### src/rtl/npc_pkg.sv
// Shared definitions for the NPC sequencing controller.
// Holds the opcode constants, the special instruction words, the trap cause
// encodings and the controller state enum.
package npc_pkg;

  localparam logic [6:0] OPC_OP_IMM = 7'b0010011;
  localparam logic [6:0] OPC_LUI    = 7'b0110111;
  localparam logic [6:0] OPC_AUIPC  = 7'b0010111;
  localparam logic [6:0] OPC_JAL    = 7'b1101111;
  localparam logic [6:0] OPC_JALR   = 7'b1100111;

  localparam logic [31:0] EBREAK_INST = 32'h0010_0073;
  localparam logic [31:0] NOP_INST    = 32'h0000_0013;

  typedef enum logic [1:0] {
    TrapNone    = 2'd0,
    TrapEbreak  = 2'd1,
    TrapIllegal = 2'd2,
    TrapAlign   = 2'd3  // misaligned jump target or fetch timeout
  } trap_cause_e;

  typedef enum logic [2:0] {
    StIdle,
    StFetch,
    StDecode,
    StExec,
    StWb,
    StHalt
  } state_e;

endpackage

### src/rtl/npc_inst_class.sv
// Combinational instruction classifier for the NPC core.
// Ports:
//   ir        - instruction word held in the IR
//   legal     - encoding is one of the supported instructions (ebreak included)
//   is_ebreak - ir is exactly the ebreak word
//   is_jal    - jal
//   is_jalr   - jalr with funct3 000
//   writes_rd - legal, not ebreak, and rd (ir[11:7]) is nonzero
module npc_inst_class
  import npc_pkg::*;
(
  input  logic [31:0] ir,
  output logic        legal,
  output logic        is_ebreak,
  output logic        is_jal,
  output logic        is_jalr,
  output logic        writes_rd
);

  logic [6:0] opcode;
  logic [2:0] funct3;
  logic [4:0] rd;

  assign opcode = ir[6:0];
  assign funct3 = ir[14:12];
  assign rd     = ir[11:7];

  always_comb begin
    legal     = 1'b0;
    is_ebreak = 1'b0;
    is_jal    = 1'b0;
    is_jalr   = 1'b0;
    if (ir == EBREAK_INST) begin
      legal     = 1'b1;
      is_ebreak = 1'b1;
    end else begin
      unique case (opcode)
        OPC_OP_IMM:         legal = (funct3 == 3'b000);
        OPC_LUI, OPC_AUIPC: legal = 1'b1;
        OPC_JAL: begin
          legal  = 1'b1;
          is_jal = 1'b1;
        end
        OPC_JALR: begin
          legal   = (funct3 == 3'b000);
          is_jalr = (funct3 == 3'b000);
        end
        default: ;
      endcase
    end
    writes_rd = legal && !is_ebreak && (rd != 5'd0);
  end

endmodule

### src/rtl/npc_ctrl.sv
// Multi-cycle sequencing controller for the NPC core.
// Owns PC and IR, fetches over a req/valid handshake, classifies the
// instruction, gates register-file writes, selects the next PC, counts retired
// instructions and halts on ebreak, illegal encoding, misaligned jump target or
// fetch timeout.
// Ports:
//   clk, rst            - clock; synchronous active-high reset
//   imem_req/imem_addr  - fetch request (held until imem_rvalid) and address (= pc)
//   imem_rvalid/rdata   - single-cycle fetch response and instruction word
//   pc_target           - jump target from the datapath, sampled in EXEC
//   pc, ir, ir_valid    - current instruction address/word; ir_valid in DECODE..WB
//   rf_we               - register-file write strobe, WB only, rd != x0
//   halt, trap_cause    - sticky stop flag and its cause
//   instret             - retired-instruction counter (wraps)
module npc_ctrl
  import npc_pkg::*;
#(
  parameter logic [31:0] RESET_PC      = 32'h8000_0000,
  parameter int unsigned FETCH_TIMEOUT = 16,
  parameter int unsigned CNT_W         = 32
) (
  input  logic             clk,
  input  logic             rst,
  output logic             imem_req,
  output logic [31:0]      imem_addr,
  input  logic             imem_rvalid,
  input  logic [31:0]      imem_rdata,
  input  logic [31:0]      pc_target,
  output logic [31:0]      pc,
  output logic [31:0]      ir,
  output logic             ir_valid,
  output logic             rf_we,
  output logic             halt,
  output logic [1:0]       trap_cause,
  output logic [CNT_W-1:0] instret
);

  localparam logic [7:0] TimeoutLast = 8'(FETCH_TIMEOUT - 1);

  state_e           state_q;
  logic [31:0]      pc_q;
  logic [31:0]      ir_q;
  logic [31:0]      target_q;
  logic [7:0]       tcnt_q;
  trap_cause_e      cause_q;
  logic [CNT_W-1:0] instret_q;
  logic             imem_req_q;
  logic             rf_we_q;
  logic             halt_q;
  logic             ir_valid_q;

  logic legal, is_ebreak, is_jal, is_jalr, writes_rd;
  logic is_jump;
  logic [31:0] jump_target;
  logic [31:0] next_pc;

  npc_inst_class u_inst_class (
    .ir        (ir_q),
    .legal     (legal),
    .is_ebreak (is_ebreak),
    .is_jal    (is_jal),
    .is_jalr   (is_jalr),
    .writes_rd (writes_rd)
  );

  assign is_jump     = is_jal || is_jalr;
  // jalr clears bit 0 of the target; bit 1 is unaffected so the check is shared.
  assign jump_target = is_jalr ? {pc_target[31:1], 1'b0} : pc_target;
  assign next_pc     = is_jump ? target_q : pc_q + 32'd4;

  always_ff @(posedge clk) begin
    if (rst) begin
      state_q    <= StIdle;
      pc_q       <= RESET_PC;
      ir_q       <= NOP_INST;
      target_q   <= '0;
      tcnt_q     <= '0;
      cause_q    <= TrapNone;
      instret_q  <= '0;
      imem_req_q <= 1'b0;
      rf_we_q    <= 1'b0;
      halt_q     <= 1'b0;
      ir_valid_q <= 1'b0;
    end else begin
      unique case (state_q)
        StIdle: begin
          state_q    <= StFetch;
          imem_req_q <= 1'b1;
        end
        StFetch: begin
          if (imem_rvalid) begin
            ir_q       <= imem_rdata;
            tcnt_q     <= '0;
            imem_req_q <= 1'b0;
            ir_valid_q <= 1'b1;
            state_q    <= StDecode;
          end else if (tcnt_q == TimeoutLast) begin
            tcnt_q     <= '0;
            imem_req_q <= 1'b0;
            halt_q     <= 1'b1;
            cause_q    <= TrapAlign;
            state_q    <= StHalt;
          end else begin
            tcnt_q <= tcnt_q + 8'd1;
          end
        end
        StDecode: begin
          if (!legal || is_ebreak) begin
            halt_q     <= 1'b1;
            ir_valid_q <= 1'b0;
            cause_q    <= is_ebreak ? TrapEbreak : TrapIllegal;
            state_q    <= StHalt;
          end else begin
            state_q <= StExec;
          end
        end
        StExec: begin
          target_q <= jump_target;
          if (is_jump && jump_target[1]) begin
            halt_q     <= 1'b1;
            ir_valid_q <= 1'b0;
            cause_q    <= TrapAlign;
            state_q    <= StHalt;
          end else begin
            rf_we_q <= writes_rd;
            state_q <= StWb;
          end
        end
        StWb: begin
          pc_q       <= next_pc;
          instret_q  <= instret_q + 1'b1;
          rf_we_q    <= 1'b0;
          ir_valid_q <= 1'b0;
          imem_req_q <= 1'b1;
          state_q    <= StFetch;
        end
        StHalt: ;
        default: begin
          halt_q     <= 1'b1;
          imem_req_q <= 1'b0;
          rf_we_q    <= 1'b0;
          ir_valid_q <= 1'b0;
          state_q    <= StHalt;
        end
      endcase
    end
  end

  assign imem_req   = imem_req_q;
  assign imem_addr  = pc_q;
  assign pc         = pc_q;
  assign ir         = ir_q;
  assign ir_valid   = ir_valid_q;
  assign rf_we      = rf_we_q;
  assign halt       = halt_q;
  assign trap_cause = cause_q;
  assign instret    = instret_q;

endmodule

### config.mk
export PLATFORM = sky130hd
export DESIGN_NAME = npc_ctrl
export DESIGN_NICKNAME = d
export VERILOG_FILES = /design/src/rtl/npc_pkg.sv /design/src/rtl/npc_inst_class.sv /design/src/rtl/npc_ctrl.sv
export SDC_FILE = /design/constraint.sdc
export NUM_CORES = 1
export LEC_CHECK = 0
export BUFFER_PORTS_ARGS = -buffer_cell sky130_fd_sc_hd__buf_2
export CAP_MARGIN = 20
export CELL_PAD_IN_SITES_DETAIL_PLACEMENT = 0
export CELL_PAD_IN_SITES_GLOBAL_PLACEMENT = 1
export CORE_MARGIN = 2
export CORE_UTILIZATION = 40
export CTS_CLUSTER_DIAMETER = 200
export DETAILED_ROUTE_END_ITERATION = 7
export PLACE_DENSITY_LB_ADDON = 0.1
export SLEW_MARGIN = 20
export SYNTH_ARGS = -nofsm -noshare
export SYNTH_HDL_FRONTEND = slang
export SYNTH_SLANG_ARGS = --single-unit
### constraint.sdc
create_clock -name clk -period 6.5 [get_ports clk]
set_input_delay 0.65 -clock clk [delete_from_list [all_inputs] [get_ports clk]]
set_output_delay 0.65 -clock clk [all_outputs]
set_load 0.02 [all_outputs]
# [Word level (Yosys, flattened, before mapping)]
# Index checks and enable logic that the tools add are counted.
[totals] ff_bits=145 latch_bits=0 ram_bits=0 rom_bits=0 input_bits=67 output_inout_bits=134 elab_cells=99 mem_count=0
[classes] add_sub_neg=3 n_mul=0 n_div=0 magnitude_cmp=0 eq_ne=19 shift=0 mux=36 bitwise=5 n_reduce_logical=25
[op_table] operator="$add A32 B1 Y32 const B" count=1
[op_table] operator="$add A32 B3 Y32 const B" count=1
[op_table] operator="$eq A32 B21 Y1 const B" count=1
[op_table] operator="$mux W32" count=1
[op_table] operator="$mux W1" count=18
[op_table] operator="$mux W8" count=2
[op_table] operator="$pmux W3 S5" count=1
[op_table] operator="$eq A7 B5 Y1 const B" count=2
[op_table] operator="$eq A7 B7 Y1 const B" count=2
[op_table] operator="$ne A2 B2 Y1 const B" count=6
[op_table] operator="$mux W2" count=5
[op_table] operator="$reduce_and A5 Y1" count=2
[op_table] operator="$mux W3" count=3
[op_table] operator="$reduce_or A3 Y1" count=3
[op_table] operator="$add A8 B1 Y8 const B" count=1
[op_table] operator="$eq A8 B4 Y1 const B" count=1
[op_table] operator="$pmux W1 S4" count=2
[op_table] operator="$reduce_and A2 Y1" count=4
[op_table] operator="$eq A7 B6 Y1 const B" count=1
[op_table] operator="$eq A3 B2 Y1 const B" count=2
[op_table] operator="$eq A3 B3 Y1 const B" count=2
[op_table] operator="$logic_not A3 Y1" count=2
[op_table] operator="$pmux W2 S3" count=1
[op_table] operator="$reduce_or A2 Y1" count=3
[op_table] operator="other kinds (12)" count=21

# [Depth between registers and ports, before layout]
# Gate-level depths: netlist (run 1).
[logic_depth] depth_word=8 mapped_depth=8 mapped_depth_nobuf=6

# [Modules after synthesis]
# From an unflattened synthesis (run 1), not the netlist that was laid out.
[hier_totals] hier_cells=892 area_unflattened_um2=6909.1
[by_module_without_submodules] module="npc_ctrl" instances=1 cells_each=868 area_each_um2=6730.2 seq_area_each_um2=2902.8
[by_module_without_submodules] module="npc_inst_class" instances=1 cells_each=24 area_each_um2=178.9 seq_area_each_um2=0.0

# [Least setup slack after synthesis (run 1)]
# No wires, ideal clock.
[synth_timing] path_kind="register to register" start="register pc_q[5], in the netlist imem_addr[5]" end="register pc_q[27], in the netlist imem_addr[27]" setup_time_ns=0.120 arrival_ns=2.156 required_ns=6.380 path_slack_ns=4.224 stages_incl_launch_ff=6 n_path_buf=1 synth_period_minus_slack_ns=2.276 path_cell_list="dfxtp_1 > nand4_1 > or4_1 > buf_2 > or4_4 > a211o_1"
[synth_via] elab_chain_len=2
[synth_rtl] element="from (decl)" line="npc_ctrl.sv:41" source="logic [31:0] pc_q;"
[synth_rtl] element="from (signal assigned)" line="npc_ctrl.sv:130" source="pc_q <= next_pc;"
[synth_rtl] element="$add A32 B3 Y32" line="npc_ctrl.sv:69" source="assign next_pc = is_jump ? target_q : pc_q + 32'd4;"
[synth_rtl] element="$mux W32" line="npc_ctrl.sv:69"
# Every way passes these cells.
# A chain may end at the register's enable or synchronous reset.

# [Worst setup path after layout (run 1)]
[layout_timing] start="register ir_q[12], in the netlist ir[12]" end="register pc_q[13], in the netlist imem_addr[13]"
[layout_via] elab_chain_len=5 elab_cells_between_ends=7 cone_classes="eq/ne: 1; mux: 4; reduce/logical: 2"
[layout_rtl] element="from (decl)" line="npc_ctrl.sv:42" source="logic [31:0] ir_q;"
[layout_rtl] element="from (signal assigned)" line="npc_ctrl.sv:92" source="ir_q <= imem_rdata;"
[layout_rtl] element="parallel branches: the longest is 3 deep, another holds $eq A32 B21 Y1"
[layout_rtl] element="$logic_or A1 B1 Y1 *" line="npc_ctrl.sv:66" source="assign is_jump = is_jal || is_jalr;"
[layout_rtl] element="$mux W32 *" line="npc_ctrl.sv:69"
# Mark *: on every way between the ends.

==> results of run 1 <==
-- cells by family (layout without fill, tap and decap cells) --
family	after synthesis	count (layout)	share of synthesized area, %
AND/OR/NAND/NOR	413	413	28.9
AO/OA/AOI/OAI	167	167	14.5
multiplexers	6	6	0.906
buffers and inverters	99	254	7.30
flip-flops	145	145	42.9
adder cells (fa/ha/maj)	3	3	0.554
other	0	2	0
XOR/XNOR	38	38	4.92
-- placed cells by master (no fill, tap or decap), types with 3 or more instances in the layout --
cell and count:
inv_1 14, clkbuf_16 17, nand4_1 14, a31oi_1 7, nor3b_1 4, xnor2_1 31
o21ai_1 14, nor2_1 61, clkinv_2 3, or4_1 4, buf_2 199, a32oi_1 4
nand3_1 34, and3_1 13, nand2_1 192, a211oi_1 16, a21o_1 4, o211ai_1 3
nor3_1 26, nor4_1 16, o21ai_0 8, ha_1 3, buf_4 8, o31ai_1 3
bufinv_16 5, a21oi_1 92, and4_1 6, clkinv_4 4, and2_1 10, a211o_1 3
or3_1 9, xor2_1 7, nor4b_1 5, mux2i_1 5, dfxtp_1 145
-- metal layers --
| layer | share of wire [%] | vias to the layer above | track usage (%) |
|---|---|---|---|
| li1 | - | 3284 | - |
| met1 | 47 | 3006 | 28.2 |
| met2 | 46 | 151 | 33.4 |
| met3 | 4.8 | 27 | 4.31 |
| met4 | 1.8 | 0 | 7.31 |
| met5 | 0 | - | 0 |
-- where the power goes --
| part | switching, mW | internal, mW |
|---|---|---|
| logic | 0.161 | 0.0861 |
| registers | 0.0408 | 0.926 |
| clock network | 0.390 | 0.678 |
| total | 0.591 | 1.69 |
-- how the worst max path moves through the flow --
| stage | start | end | slack, ns | cells after the start |
|---|---|---|---|---|
| floorplan | imem_addr[5] | imem_addr[27] | 4.22 | 5 |
| global placement | ir[12] | imem_addr[30] | 3.61 | 5 |
| detailed placement | ir[12] | imem_addr[30] | 3.61 | 5 |
| CTS | ir[12] | imem_addr[30] | 3.59 | 5 |
| global route | ir[12] | imem_addr[12] | 3.46 | 5 |
| finish | ir[12] | imem_addr[13] | 3.85 | 6 |
-- sequential cells by signal, summed over array words and instances, names as in the netlist, 2 cells and up --
signal and count:
imem_addr 32, instret 32, ir 32, state_q 3, target_q 32, tcnt_q 8
trap_cause 2
-- area by class of cell --
class	count	area [um2]	area share [%]
Clock inverter	14	215	2.58
Antenna cell	2	5.00	0.0601
Clock buffer	17	425	5.10
Sequential cell	145	2900	34.8
Multi-Input combinational cell	627	3380	40.6
Inverter	15	56.3	0.676
Timing Repair Buffer	208	1070	12.9
Tap cell	220	275	3.30
-- stage by stage --
stage	std cells	util, %	worst slack (ns)
floorplan	871	-	4.22
global placement	1214	46.3	3.61
detailed placement	1214	46.3	3.61
CTS	1245	50.1	3.59
global route	1248	50.3	3.46
finish	1248	50.3	3.85
-- worst min-delay path: stages --
cell     delay, ns
buf_2         0.08
nand2_1       0.04
nand3_1       0.06
==> metrics.md, run 1 <==
| Metric | Value |
|---|---|
| Run status | completed |
| Most numerous cell in the Yosys netlist | nand2_1 |
| Slew @ Worst Pin | 0.826 ns |
| Flop and latch count out of synthesis | 145 |
| CP top delay family | simple AND/OR/NAND/NOR gates |
| Cells after Synth | 871 |
| Final min period | 2.65 ns |
| R2R Path Start | ir[12] |
| CTS tree | built |
| Reg clk slew, reported paths | 0.06 ns |
| Layout cells sized above 1 | 24.2% |
| Syn avg cell area | 7.77 um2 |
| CTS resizes | 0 |
| HP Class | in -> reg |
| Crit path largest cell delay | 0.65 ns |
| Vias/cell | 5.18 |
| Final wirelength | 18.5 mm |
| Critical R2R Capture | imem_addr[13] |
| Total CTS buffers | 17 |
| Ys Warns | 0 |
| Fin Setup TNS | 0 ns |
| Crit-path cells | nor3_1 > o211a_2 > nand2_1 > buf_8 > nor2_1 > a211oi_1 |
| Clock tree sinks | 145 |
| Worst Clk Skew | 0.00847 ns |
| Initial Utilization | 40.8% |
| TritonRoute pass-1 iters | 4 |
| Rows | 47 |
| Part of the Yosys area used for sequential elements | 42.9% |
| HP Start | imem_rdata[0] |
| Final Setup Violations | 0 |
| F_max | 0.377 GHz |
| Crit path DAT | 2.92 ns |
| Largest cells by area after synthesis | dfxtp_1 (43%), nand2_1 (11%), a21oi_1 (6.8%), xnor2_1 (4.0%), buf_4 (3.5%) |
| Reg2Reg Depth | 6 |
| Largest net degree at the start of global routing | 79 |
| Fillers | 1729 |
| Final Cycle Share | 40.8% |
| # nets final | 1084 |
| Skew-Pair Late Insertion Delay | 0.42 ns |
| Die area | 0.0180 mm2 |
| Slowest stage cell, crit path | o211a_2 |
| Crit. End Element | register |
| Vias post-DR | 6468 |
| Core area | 0.0166 mm2 |
| WHS | 0.433 ns |
| Post-synthesis async set-or-reset flop share | 0% |
| Hold EP | ir[0] |
| Hold path depth | 3 |
| Post-Syn Area | 0.00677 mm2 |
| Number of synthesized flops with an enable pin | 0 |
| Post-synth top cells | nand2_1 (193), dfxtp_1 (145), a21oi_1 (92) |
| Max Slew Vio Count | 0 |
| Routed Antenna Nets | 0 |
| Residual DRC | 0 |
| Netlist cell types | 55 |
| Initial drt markers | 339 |
| Die span in x | 134 um |
| Net count after synthesis | 941 |
| Peak supply drop | 0.187 mV |
| Crit-path max FO | 26 |
| CTS Hold Bufs | 0 |
| MaxCap Viol Count | 0 |
| Layout area overhead | 23.1% |
| Post-synth top area cell | dfxtp_1 |
| CP required | 6.77 ns |
| Critical Path Start Type | register |
| First-pass GRT wire length | 30.5 mm |
| Gr usage total | 20.9% |
| Clock buffer depth | 2 |
| Total power | 2.28 mW |
| RSZ-0062 raised after global routing | false |
| Die height | 134 um |
| Vias in the first global route | 5971 |
| Crit Path Class | reg -> reg |
| Io pins | 201 |
| Initial antenna violation count | 2 |
| Yosys top cell area share | 42.9% |
| R2r setup slk | 3.85 ns |
| Post-DP Area | 0.00767 mm2 |
| Number of port buffers | 200 |
| Setup bufs post-CTS | 0 |
| Pwr dens | 274 mW/mm2 |
| Total grt overflow | 0 |
| H-tree levels | 4 |
| Final hold violation count | 0 |
| Main synth FF type | dfxtp_1 |
| GPL Wtd Cong | 0.803 |
| Clk root buf | clkbuf_16 |
| WL/cell | 14.8 um |
| Worst Path Buf+Inv | 1 |
| Slew margin rel. | 44.9% |
| Detail Placement HPWL | 12.5 mm |
| Static Leak | 3.35 nW |
| Fin area | 0.00833 mm2 |
Power figures use the tool's default switching activity.
==> run 2, diff against run 1 <==
Settings changed: CORE_UTILIZATION 40 to 37.
Clock period 6.5 ns to 2.8 ns, I/O delays scaled along.
==> run 2 against run 1 <==
Against the previous run: combinational power grew 140%; die area grew 7.9%; clock skew grew 0.0048 ns; worst hold slack lost 0.38 ns; via count grew 0.59%; clock power grew 130%; critical path depth shrank 2; cell count grew 1.4%; flip-flop and latch count is the same; final area grew 0.84%; critical path type unchanged.
==> metrics.md, run 2 (same netlist as run 1, synthesis figures left out) <==
| Metric | Value |
|---|---|
| Run status | completed |
| Layout area overhead | 24.1% |
| Detail Placement HPWL | 13.1 mm (+5.5%) |
| Fin area | 0.00840 mm2 (+0.84%) |
| Crit-path max FO | 7 (-73%) |
| Total grt overflow | 0 (unchanged) |
| Critical Path Start | imem_addr[14] |
| Vias/cell | 5.14 (-0.84%) |
| Number of port buffers | 200 (unchanged) |
| Worst Clk Skew | 0.0133 ns (+0.00478 ns) |
| Setup bufs post-CTS | 0 (unchanged) |
| Slew margin rel. | 55.7% (+11 points) |
| Clock network power share | 46.0% (-0.8 points) |
| Crit Path Class | reg -> reg |
| Die span in x | 139 um (+3.9%) |
| Clock buffer depth | 2 (unchanged) |
| Clk root buf | clkbuf_16 |
| Sequential power share | 42.7% (+0.3 points) |
| Combinational Power Share | 11.3% (+0.5 points) |
| WL/cell | 15.2 um (+2.3%) |
| Final hold violation count | 0 (unchanged) |
| Routed Antenna Nets | 0 (unchanged) |
| H-tree levels | 4 (unchanged) |
| RSZ-0062 raised after global routing | false |
| MaxCap Viol Count | 0 (unchanged) |
| CP required | 3.11 ns (-3.66 ns) |
| Initial antenna violation count | 0 (-2) |
| Sw Pwr | 1.43 mW (+140%) |
| Hold path depth | 3 (unchanged) |
| First-pass GRT wire length | 31.1 mm (+2.1%) |
| Critical R2R Capture | imem_addr[29] |
| Layout cells sized above 1 | 24.9% (+0.71 points) |
| Largest net degree at the start of global routing | 141 (+78%) |
| Rows | 49 (+4.3%) |
| Crit path largest cell delay | 0.74 ns (+0.09 ns) |
| GR Util met3 | 4.06% (-0.25 points) |
| Final min period | 2.41 ns (-0.238 ns) |
| R2r setup slk | 0.39 ns (-3.46 ns) |
| Fin Setup TNS | 0 ns (unchanged) |
| R2R Path Start | imem_addr[14] |
| Static Leak | 3.39 nW (+1.1%) |
| Die area | 0.0194 mm2 (+7.9%) |
| Hold EP | ir[1] |
| Die height | 139 um (+3.9%) |
| Commonest cells after routing, fill and taps aside | buf_2 (199), nand2_1 (193), dfxtp_1 (145) |
| Critical Path Start Type | register |
| CTS Hold Bufs | 0 (unchanged) |
| TritonRoute pass-1 iters | 7 (+3) |
| Pwr dens | 625 mW/mm2 (+130%) |
| N_diodes | 0 (-2) |
| Peak supply drop | 0.448 mV (+140%) |
| M2 GR Usage | 31.2% (-2.2 points) |
| GRT Max-Usage Layer | met2 |
| Slew @ Worst Pin | 0.664 ns (-0.162 ns) |
| Total CTS buffers | 17 (unchanged) |
| Io pins | 201 (unchanged) |
| Final Cycle Share | 86.2% (+45 points) |
| Switching share of power | 27.1% (+1.2 points) |
| CTS tree | built |
| HP Class | in -> reg |
| Met1 Use GR | 26.6% (-1.6 points) |
| Internal power | 3.83 mW (+130%) |
| Initial Utilization | 37.7% (-3.1 points) |
| Post-DP Area | 0.00778 mm2 (+1.4%) |
| Reg clk slew, reported paths | 0.07 ns (about the same) |
| Reg2Reg Depth | 4 (-2) |
| Max Slew Vio Count | 0 (unchanged) |
| Residual DRC | 0 (unchanged) |
| F_max | 0.414 GHz (+9.8%) |
| Crit path DAT | 2.73 ns (-0.19 ns) |
| Vias post-DR | 6506 (+0.59%) |
| Initial drt markers | 280 (-17%) |
| HP Start | imem_rdata[1] |
| Final Setup Violations | 0 (unchanged) |
| Crit. End Element | register |
| Slowest stage cell, crit path | or4_1 |
| Crit-path cells | nand4_1 > or4_1 > or4_4 > a211o_1 |
| GPL Wtd Cong | 0.762 (-5.1%) |
| Most common cell after layout, fill and taps aside | buf_2 |
| Core area | 0.0180 mm2 (+8.3%) |
| # nets final | 1094 (+0.92%) |
| Vias in the first global route | 5967 (-0.067%) |
| CTS resizes | 0 (unchanged) |
| Clock tree sinks | 145 (unchanged) |
| Skew-Pair Late Insertion Delay | 0.43 ns (about the same) |
| Min setup slack post-route | 0.386 ns (-3.46 ns) |
| Final wirelength | 19.2 mm (+3.8%) |
| Gr usage total | 19.5% (-1.4 points) |
| Post-place setup slack | 0.424 ns (-3.19 ns) |
[run 2: changes by cell type in the layout (fill, tap and decap cells not counted)]
cell and change:
clkinv_2 -3, diode_2 -2, buf_8 -1, nand2_1 +1
buf_12 +1, buf_4 +10, clkinv_4 -2, clkinvlp_4 +1
inv_6 +5, clkbuf_8 +2, bufinv_16 -2, nand2_2 -1
[run 2: critical path: cells and delay by family (launching register included)]
family	cells	cell delay (ns)
compound gates	1	0.26
flops	1	0.46
simple gates	3	1.58
[run 2: cell type report]
type	count	area [um2]
clock buffers	19	453
fillers	1855	9560
flip-flops and latches	145	2900
repair buffers	218	1150
inverters	15	56.3
clock inverters	13	174
well taps	229	287
multi-input cells	627	3380
[run 2: metal layers]
| layer | part of all wire [%] | vias up |
|---|---|---|
| li1 | - | 3313 |
| met1 | 47 | 3016 |
| met2 | 47 | 158 |
| met3 | 4.6 | 19 |
| met4 | 1.5 | 0 |
| met5 | 0 | - |
[run 2: worst max-delay path by stage]
stage                         end  depth (start not counted)
floorplan           imem_addr[27]                          5
global placement    imem_addr[27]                          4
detailed placement  imem_addr[29]                          4
CTS                 imem_addr[29]                          4
global route        imem_addr[27]                          4
finish              imem_addr[29]                          4
[run 2: stage by stage]
step | total power [mW] | utilization [%] | hold slack (ns) | instances
final | 5.25 | 46.8 | 0.0573 | 1266
after global routing | 5.48 | 46.8 | 0.0661 | 1266
after CTS | 5.32 | 46.8 | 0.0435 | 1266
after detailed placement | 2.89 | 43.3 | 0.444 | 1234
after global placement | 2.89 | 43.3 | 0.442 | 1234
after floorplan | 2.67 | - | 0.404 | 871
[run 2: power by group through the flow]
stage               registers, mW  clock network, mW  logic [mW]
finish                       2.25               2.41       0.593
CTS                          2.25               2.47       0.601
global placement             2.29                  0       0.600
global route                 2.26               2.56       0.660
detailed placement           2.29                  0       0.599
floorplan                    2.33                  0       0.334
